File: config.mk
export PLATFORM = sky130hd
export DESIGN_NAME = comb_lock_ctrl
export DESIGN_NICKNAME = d
export VERILOG_FILES = /design/src/rtl/comb_lock_ctrl.sv
export SDC_FILE = /design/constraint.sdc
export NUM_CORES = 1
export LEC_CHECK = 0
export BUFFER_PORTS_ARGS = -buffer_cell sky130_fd_sc_hd__buf_2
export CORE_ASPECT_RATIO = 0.75
export CORE_MARGIN = 2
export CORE_UTILIZATION = 56
export CTS_BUF_LIST = sky130_fd_sc_hd__clkbuf_16
export CTS_CLUSTER_SIZE = 8
export DETAILED_ROUTE_END_ITERATION = 7
export PLACE_DENSITY = 0.78
export SETUP_SLACK_MARGIN = 0.1
export SLEW_MARGIN = 10
export SYNTH_ARGS = -nofsm -noshare
export SYNTH_HDL_FRONTEND = slang
export SYNTH_SLANG_ARGS = --single-unit
File: constraint.sdc
create_clock -name clk -period 4.5 [get_ports clk]
set_input_delay 0.45 -clock clk [delete_from_list [all_inputs] [get_ports clk]]
set_output_delay 0.45 -clock clk [all_outputs]
set_load 0.03 [all_outputs]
File: src/rtl/comb_lock_ctrl.sv
// Combination lock controller: edge-detected submit, wrong-entry counting, timed
// lockout, and a two-step change sequence that strobes the external code register.
module comb_lock_ctrl #(
    parameter int unsigned MAX_TRIES      = 3,
    parameter int unsigned LOCKOUT_CYCLES = 16
) (
    input  logic       clk,
    input  logic       Resetn,
    input  logic [3:0] combo,
    input  logic [3:0] entry,
    input  logic       enter,
    input  logic       change_req,
    output logic       unlocked,
    output logic       alarm,
    output logic       set_out,
    output logic [3:0] new_code,
    output logic [2:0] tries_left,
    output logic [2:0] dbg_state
);

    typedef enum logic [2:0] {
        S_LOCKED     = 3'd0,
        S_UNLOCKED   = 3'd1,
        S_LOCKOUT    = 3'd2,
        S_CHG_SETUP  = 3'd3,
        S_CHG_STROBE = 3'd4
    } state_t;

    localparam logic [2:0]  TRIES_MAX  = 3'(MAX_TRIES);
    localparam logic [15:0] TIMER_LOAD = 16'(LOCKOUT_CYCLES - 1);
    localparam logic [3:0]  CODE_RST   = 4'b0110;

    state_t      state_q, state_d;
    logic        enter_q, enter_d;
    logic        unlocked_q, unlocked_d;
    logic        alarm_q, alarm_d;
    logic        set_out_q, set_out_d;
    logic [3:0]  new_code_q, new_code_d;
    logic [2:0]  tries_left_q, tries_left_d;
    logic [15:0] timer_q, timer_d;
    logic        submit;

    // A held enter level yields one submit; enter_q clears on reset so a level
    // held across reset release still counts once.
    assign submit = enter & ~enter_q;

    always_comb begin
        state_d      = state_q;
        enter_d      = enter;
        unlocked_d   = unlocked_q;
        alarm_d      = alarm_q;
        set_out_d    = 1'b0;
        new_code_d   = new_code_q;
        tries_left_d = tries_left_q;
        timer_d      = timer_q;

        case (state_q)
            S_LOCKED: begin
                if (submit) begin
                    if (entry == combo) begin
                        state_d      = S_UNLOCKED;
                        unlocked_d   = 1'b1;
                        tries_left_d = TRIES_MAX;
                    end else if (tries_left_q > 3'd1) begin
                        tries_left_d = tries_left_q - 3'd1;
                    end else begin
                        state_d      = S_LOCKOUT;
                        alarm_d      = 1'b1;
                        tries_left_d = 3'd0;
                        timer_d      = TIMER_LOAD;
                    end
                end
            end
            S_LOCKOUT: begin
                if (timer_q == 16'd0) begin
                    state_d      = S_LOCKED;
                    alarm_d      = 1'b0;
                    tries_left_d = TRIES_MAX;
                end else begin
                    timer_d = timer_q - 16'd1;
                end
            end
            S_UNLOCKED: begin
                if (submit) begin
                    if (change_req) begin
                        new_code_d = entry;
                        state_d    = S_CHG_SETUP;
                    end else begin
                        state_d    = S_LOCKED;
                        unlocked_d = 1'b0;
                    end
                end
            end
            // new_code is already stable here, giving the storage register setup time.
            S_CHG_SETUP: begin
                state_d   = S_CHG_STROBE;
                set_out_d = 1'b1;
            end
            S_CHG_STROBE: begin
                state_d = S_UNLOCKED;
            end
            default: begin
                state_d    = S_LOCKED;
                unlocked_d = 1'b0;
                alarm_d    = 1'b0;
            end
        endcase
    end

    always_ff @(posedge clk or negedge Resetn) begin
        if (!Resetn) begin
            state_q      <= S_LOCKED;
            enter_q      <= 1'b0;
            unlocked_q   <= 1'b0;
            alarm_q      <= 1'b0;
            set_out_q    <= 1'b0;
            new_code_q   <= CODE_RST;
            tries_left_q <= TRIES_MAX;
            timer_q      <= 16'd0;
        end else begin
            state_q      <= state_d;
            enter_q      <= enter_d;
            unlocked_q   <= unlocked_d;
            alarm_q      <= alarm_d;
            set_out_q    <= set_out_d;
            new_code_q   <= new_code_d;
            tries_left_q <= tries_left_d;
            timer_q      <= timer_d;
        end
    end

    assign unlocked   = unlocked_q;
    assign alarm      = alarm_q;
    assign set_out    = set_out_q;
    assign new_code   = new_code_q;
    assign tries_left = tries_left_q;
    assign dbg_state  = state_q;

endmodule

# Yosys cells after proc, flatten, opt, wreduce, memory -nomap -nowiden
# Index checks and enable logic that the tools add are counted.
# word_totals
reg_bits,30
in_bits,12
output_inout_bits,13
elab_cells,68
# classes
addsub,2
n_lt_le_gt_ge,1
n_eq_ne,14
mux,28
bitwise_logic,4
reduce_logical,11
# ops
operator,count
16-bit 2-to-1 mux,4
16-bit one-hot mux with 2 select lines,1
3-bit 2-to-1 mux,9
16-bit logical NOT,1
"2-bit != test, second input constant",8
"16-bit by 1-bit subtractor with 16-bit output, second input constant",1
3-bit one-hot mux with 5 select lines,1
5-bit AND reduction,3
1-bit 2-to-1 mux,9
"3-bit by 2-bit == test with 1-bit output, second input constant",2
1-bit one-hot mux with 3 select lines,2
3-bit one-hot mux with 2 select lines,1
3-bit AND reduction,2
3-bit OR reduction,2
4-bit == test,1
4-bit AND reduction,1
"3-bit by 1-bit == test with 1-bit output, second input constant",1
"3-bit == test, second input constant",1
"3-bit by 1-bit > comparator with 1-bit output, second input constant",1
3-bit logical NOT,1
"3-bit != test, second input constant",1
1-bit NOT,3
"3-bit by 1-bit subtractor with 3-bit output, second input constant",1
2-bit 2-to-1 mux,1
other kinds (2),2

# Longest topological paths before layout
# depth
depth_word,5
mapped_depth,7
mapped_depth_nobuf,6

# Worst setup path after synthesis
# OpenSTA, ideal clock, no wires.
# synth_timing
kind,register to register
startpoint,reg timer_q[0]
endpoint,reg timer_q[9]
setup_time_ps,124
arrival_time_ps,2021
required_ps,4376
slack_ps,2355
stages_incl_launch_ff,8
path_buffers,1
period_less_slack_ps,2145
cell_sequence,dfrtp_1 -> inv_1 -> ha_1 -> or4b_4 -> o41ai_4 -> buf_6 -> nor3_2 -> a211o_1
# synth_via
elab_chain_len,3
elab_cells_between_ends,6
cone_classes,1 x add/sub; 1 x eq/ne; 2 x mux; 2 x reduce/logical
# synth_rtl
element,line,rtl
"start, declared",40,"logic [15:0] timer_q, timer_d;"
"start signal, assigned",128,timer_q <= timer_d;
16-bit by 1-bit subtractor with 16-bit output or 16-bit logical NOT (tied branches),"80, 75",
16-bit 2-to-1 mux or 2-bit != test (tied branches),-,
16-bit one-hot mux with 2 select lines or 5-bit AND reduction (tied branches),-,
# Parallel ways exist; a longest one is shown, timed or not. The select of a mux whose other input is x is not followed.
# A chain may end at the register's enable or synchronous reset.

# Worst setup path after layout
# Ends and elaborated chain as after synthesis.

==> results.sh <==
export IMPL_crit_path_start_kind="register"
export IMPL_rsz0062_at_grt="no"
export IMPL_post_synth_instance_area_um2=1740
export IMPL_floorplan_die_area_um2=3580
export IMPL_core_um2=2960
export IMPL_drt_pre_antenna_iters=5
export IMPL_die_y_um=52.3
export IMPL_detailedRoute_firstIterationViolations=111
export IMPL_synth_compound_area_share=0.190
export IMPL_globalplace_congestion=0.852
export IMPL_first_pass_grt_wire_length_um=6470
export IMPL_final_period_utilization=0.553
export IMPL_ys_seq_elements=30
export IMPL_floorplan_rows=17
export IMPL_synthArstFlopShare=1.00
export IMPL_synth_area_leader_cell="sky130_fd_sc_hd__dfrtp_1"
export IMPL_synth_simple_gate_area_share=0.250
export IMPL_static_leakage_power_nw=0.838
export IMPL_setup_violations_final=0
export IMPL_final_cell_count_no_fill=231
export IMPL_dpl_cell_count=223
export IMPL_vias_per_cell=6.38
export IMPL_ir_worst_vdd_mv=0.285
export IMPL_io_pins=25
export IMPL_synth_top_family_by_area="simple AND/OR/NAND/NOR gates"
export IMPL_cts_htree_levels=2
export IMPL_drcViolationCount=0
export IMPL_buffer_ports_inserted=24
export IMPL_clkSlewWorstSetupHoldPaths_ns=0.05
export IMPL_cp_max_fo=13
export IMPL_maximum_number_of_pins_on_one_net_before_global_route_repair=31
export IMPL_cts_buffers_inserted=5
export IMPL_period_minus_slack_ns=2.49
export IMPL_drive_gt1_frac=0.285
export IMPL_routed_via_count=1474
export IMPL_fmax_mhz=402
export IMPL_synth_enable_flop_cells=0
export IMPL_synthAdderAreaFrac=0.0215
export IMPL_finalNetCount=207
export IMPL_synth_nets=182
export IMPL_detail_route_wl_per_cell_um=17.2
export IMPL_post_synth_xor_area_fraction=0.0201
export IMPL_hold_path_class="in2async"
export IMPL_cts_tree="done"
export IMPL_timing_final_max_slew_violations=0
export IMPL_fin_tns_setup_ns=0
export IMPL_syn_avg_cell_area_um2=10.4
export IMPL_synth_main_ff_cell="sky130_fd_sc_hd__dfrtp_1"
export IMPL_cp_arrival_ns=2.64
export IMPL_antenna_found_initial=0
export IMPL_cts_sinks=30
export IMPL_yosysTopAreaCellShare=0.373
export IMPL_area_contributors_post_synth="sky130_fd_sc_hd__dfrtp_1, sky130_fd_sc_hd__dfstp_2, sky130_fd_sc_hd__a21oi_1"
export IMPL_detail_route_wirelength_um=3980
export IMPL_worst_setup_path_end_kind="register"
export IMPL_clockBufferDepth=2
export IMPL_clock_root_buffer="sky130_fd_sc_hd__clkbuf_16"
export IMPL_initial_core_util=0.590
export IMPL_slew_limit_headroom=0.556
export IMPL_post_cts_repair_setup_buffers=0
export IMPL_yosys_mux_area_fraction=0.0503
export IMPL_post_synth_inst_count=167
export IMPL_globalRouteTotalUtil=0.251
export IMPL_grt_pass1_vias=1392
export IMPL_synth_cell_type_count=56
export IMPL_fin_skew_ns=0.00752
export IMPL_dpl_hpwl_um=2760
export IMPL_antennaDiodeCount=0
export IMPL_worstSkewPairLatency_ns=0.28
export IMPL_max_cap_viol_count=0
export IMPL_cts_hold_fix_buffers=0
export IMPL_worst_setup_path_type="reg2reg"
export IMPL_die_w_um=68.4
export IMPL_post_cts_resized_instances=0
export IMPL_yosysWarningCount=0
export IMPL_power_per_cell_area_nw_per_um2=306
export IMPL_hold_violations=0
export IMPL_syn2layout_area_growth_pct=15.0
export IMPL_ys_seq_area_frac=0.434
export IMPL_actual_slew_at_the_worst_max_slew_pin_ns=0.664
export IMPL_grt_ovfl_total=0
export IMPL_result_of_the_run="complete, no violations"
export IMPL_routed_antenna_nets=0
export IMPL_critPathRequiredTime_ns=4.65
logic make-up after synthesis:
group	Yosys count
and+or+nand+nor	66
AOI/OAI and AO/OA	45
adders and majority gates	3
buffers and inverters	11
xor gates and xnor gates	4
muxes	8
DFF	30
Yosys cell counts, types with 3 or more instances:
master / instances
sky130_fd_sc_hd__o211ai_1: 3
sky130_fd_sc_hd__or3_2: 3
sky130_fd_sc_hd__a21oi_1: 14
sky130_fd_sc_hd__o41ai_1: 3
sky130_fd_sc_hd__nand2_1: 6
sky130_fd_sc_hd__o21ai_0: 6
sky130_fd_sc_hd__nor3_1: 5
sky130_fd_sc_hd__ha_1: 3
sky130_fd_sc_hd__nor2_1: 12
sky130_fd_sc_hd__o31ai_1: 4
sky130_fd_sc_hd__or4_1: 3
sky130_fd_sc_hd__nand2b_1: 3
sky130_fd_sc_hd__nand4b_1: 3
sky130_fd_sc_hd__dfrtp_1: 26
sky130_fd_sc_hd__nand4_1: 4
sky130_fd_sc_hd__mux2_2: 6
sky130_fd_sc_hd__dfstp_2: 4
sky130_fd_sc_hd__inv_1: 5
sky130_fd_sc_hd__xnor2_1: 4
state kept, by name (all words and copies together), names as in the netlist:
register,count
alarm,1
timer_q,16
set_out,1
new_code,4
tries_left,3
dbg_state,3
enter_q,1
unlocked,1
per-layer routing:
layer  vias up  track usage  routed length (µm)
met5         -            0                   0
met4         0        0.100                  42
met3         5       0.0882                 237
met2        55        0.377                1910
met1       719        0.328                1790
li1        695            -                   -
placed cells by master, fill, tap and decap left out, types with 3 or more instances in the layout:
cell	count
sky130_fd_sc_hd__dfrtp_1	26
sky130_fd_sc_hd__buf_2	24
sky130_fd_sc_hd__a21oi_1	14
sky130_fd_sc_hd__nor2_1	12
sky130_fd_sc_hd__nand2_1	6
sky130_fd_sc_hd__mux2_2	6
sky130_fd_sc_hd__o21ai_0	6
sky130_fd_sc_hd__inv_1	5
sky130_fd_sc_hd__nor3_1	5
sky130_fd_sc_hd__clkbuf_16	5
sky130_fd_sc_hd__xnor2_1	4
sky130_fd_sc_hd__nand4_1	4
sky130_fd_sc_hd__o31ai_1	4
sky130_fd_sc_hd__dfstp_2	4
sky130_fd_sc_hd__or3_2	3
sky130_fd_sc_hd__or4_1	3
sky130_fd_sc_hd__o211ai_1	3
sky130_fd_sc_hd__nand2b_1	3
sky130_fd_sc_hd__nand4b_1	3
sky130_fd_sc_hd__o41ai_1	3
sky130_fd_sc_hd__ha_1	3
sky130_fd_sc_hd__clkinv_1	3
where the power goes:
part	leakage [nW]	switching (W)	internal, W	total (W)
Clock	0.0663	0.000108	0.000198	0.000306
Sequential	0.328	0.00000262	0.000274	0.000276
Combinational	0.443	0.0000184	0.0000114	0.0000298
Total	0.838	0.000129	0.000483	0.000612
per-stage QoR:
| step | hold WS, ns | power (W) | utilization | setup slack [ns] | area, µm² |
|---|---|---|---|---|---|
| finish | 0.210 | 0.000612 | 0.678 | 2.01 | 2000 |
| global route | 0.259 | 0.000634 | 0.678 | 1.90 | 2000 |
| CTS | 0.231 | 0.000621 | 0.678 | 2.02 | 2000 |
| detailed placement | 0.494 | 0.000310 | 0.632 | 2.03 | 1870 |
| global placement | 0.481 | 0.000308 | 0.632 | 2.15 | 1870 |
| floorplan | 0.154 | 0.000294 | - | 2.35 | 1740 |
final cells by class:
| cell class | count | area [µm²] |
|---|---|---|
| timing repair buffer | 24 | 120 |
| multi-input combinational | 126 | 926 |
| clock buffer | 5 | 125 |
| tap | 38 | 47.5 |
| inverter | 5 | 18.8 |
| fill | 227 | 952 |
| sequential | 30 | 756 |
| clock inverter | 3 | 11.3 |
critical path: stages (launching register included):
cell                      delay [ns]
sky130_fd_sc_hd__dfrtp_1        0.40
sky130_fd_sc_hd__inv_1          0.11
sky130_fd_sc_hd__ha_1           0.24
sky130_fd_sc_hd__or4b_4         0.53
sky130_fd_sc_hd__o41ai_4        0.70
sky130_fd_sc_hd__nor3_2         0.11
sky130_fd_sc_hd__a211o_1        0.28
final timing paths:
check                               to  slack [ns]        start  cells after the start
max                         timer_q[9]        2.01   timer_q[0]                      6
min                        new_code[3]        0.21       Resetn                      1
max reg2reg                 timer_q[9]        2.01   timer_q[0]                      6
min reg2reg                new_code[3]        0.50  new_code[3]                      1
max in group asynchronous   timer_q[4]        3.86       Resetn                      1
min in group clk               enter_q        0.32        enter                      1
(Power assumes the default switching activity.)
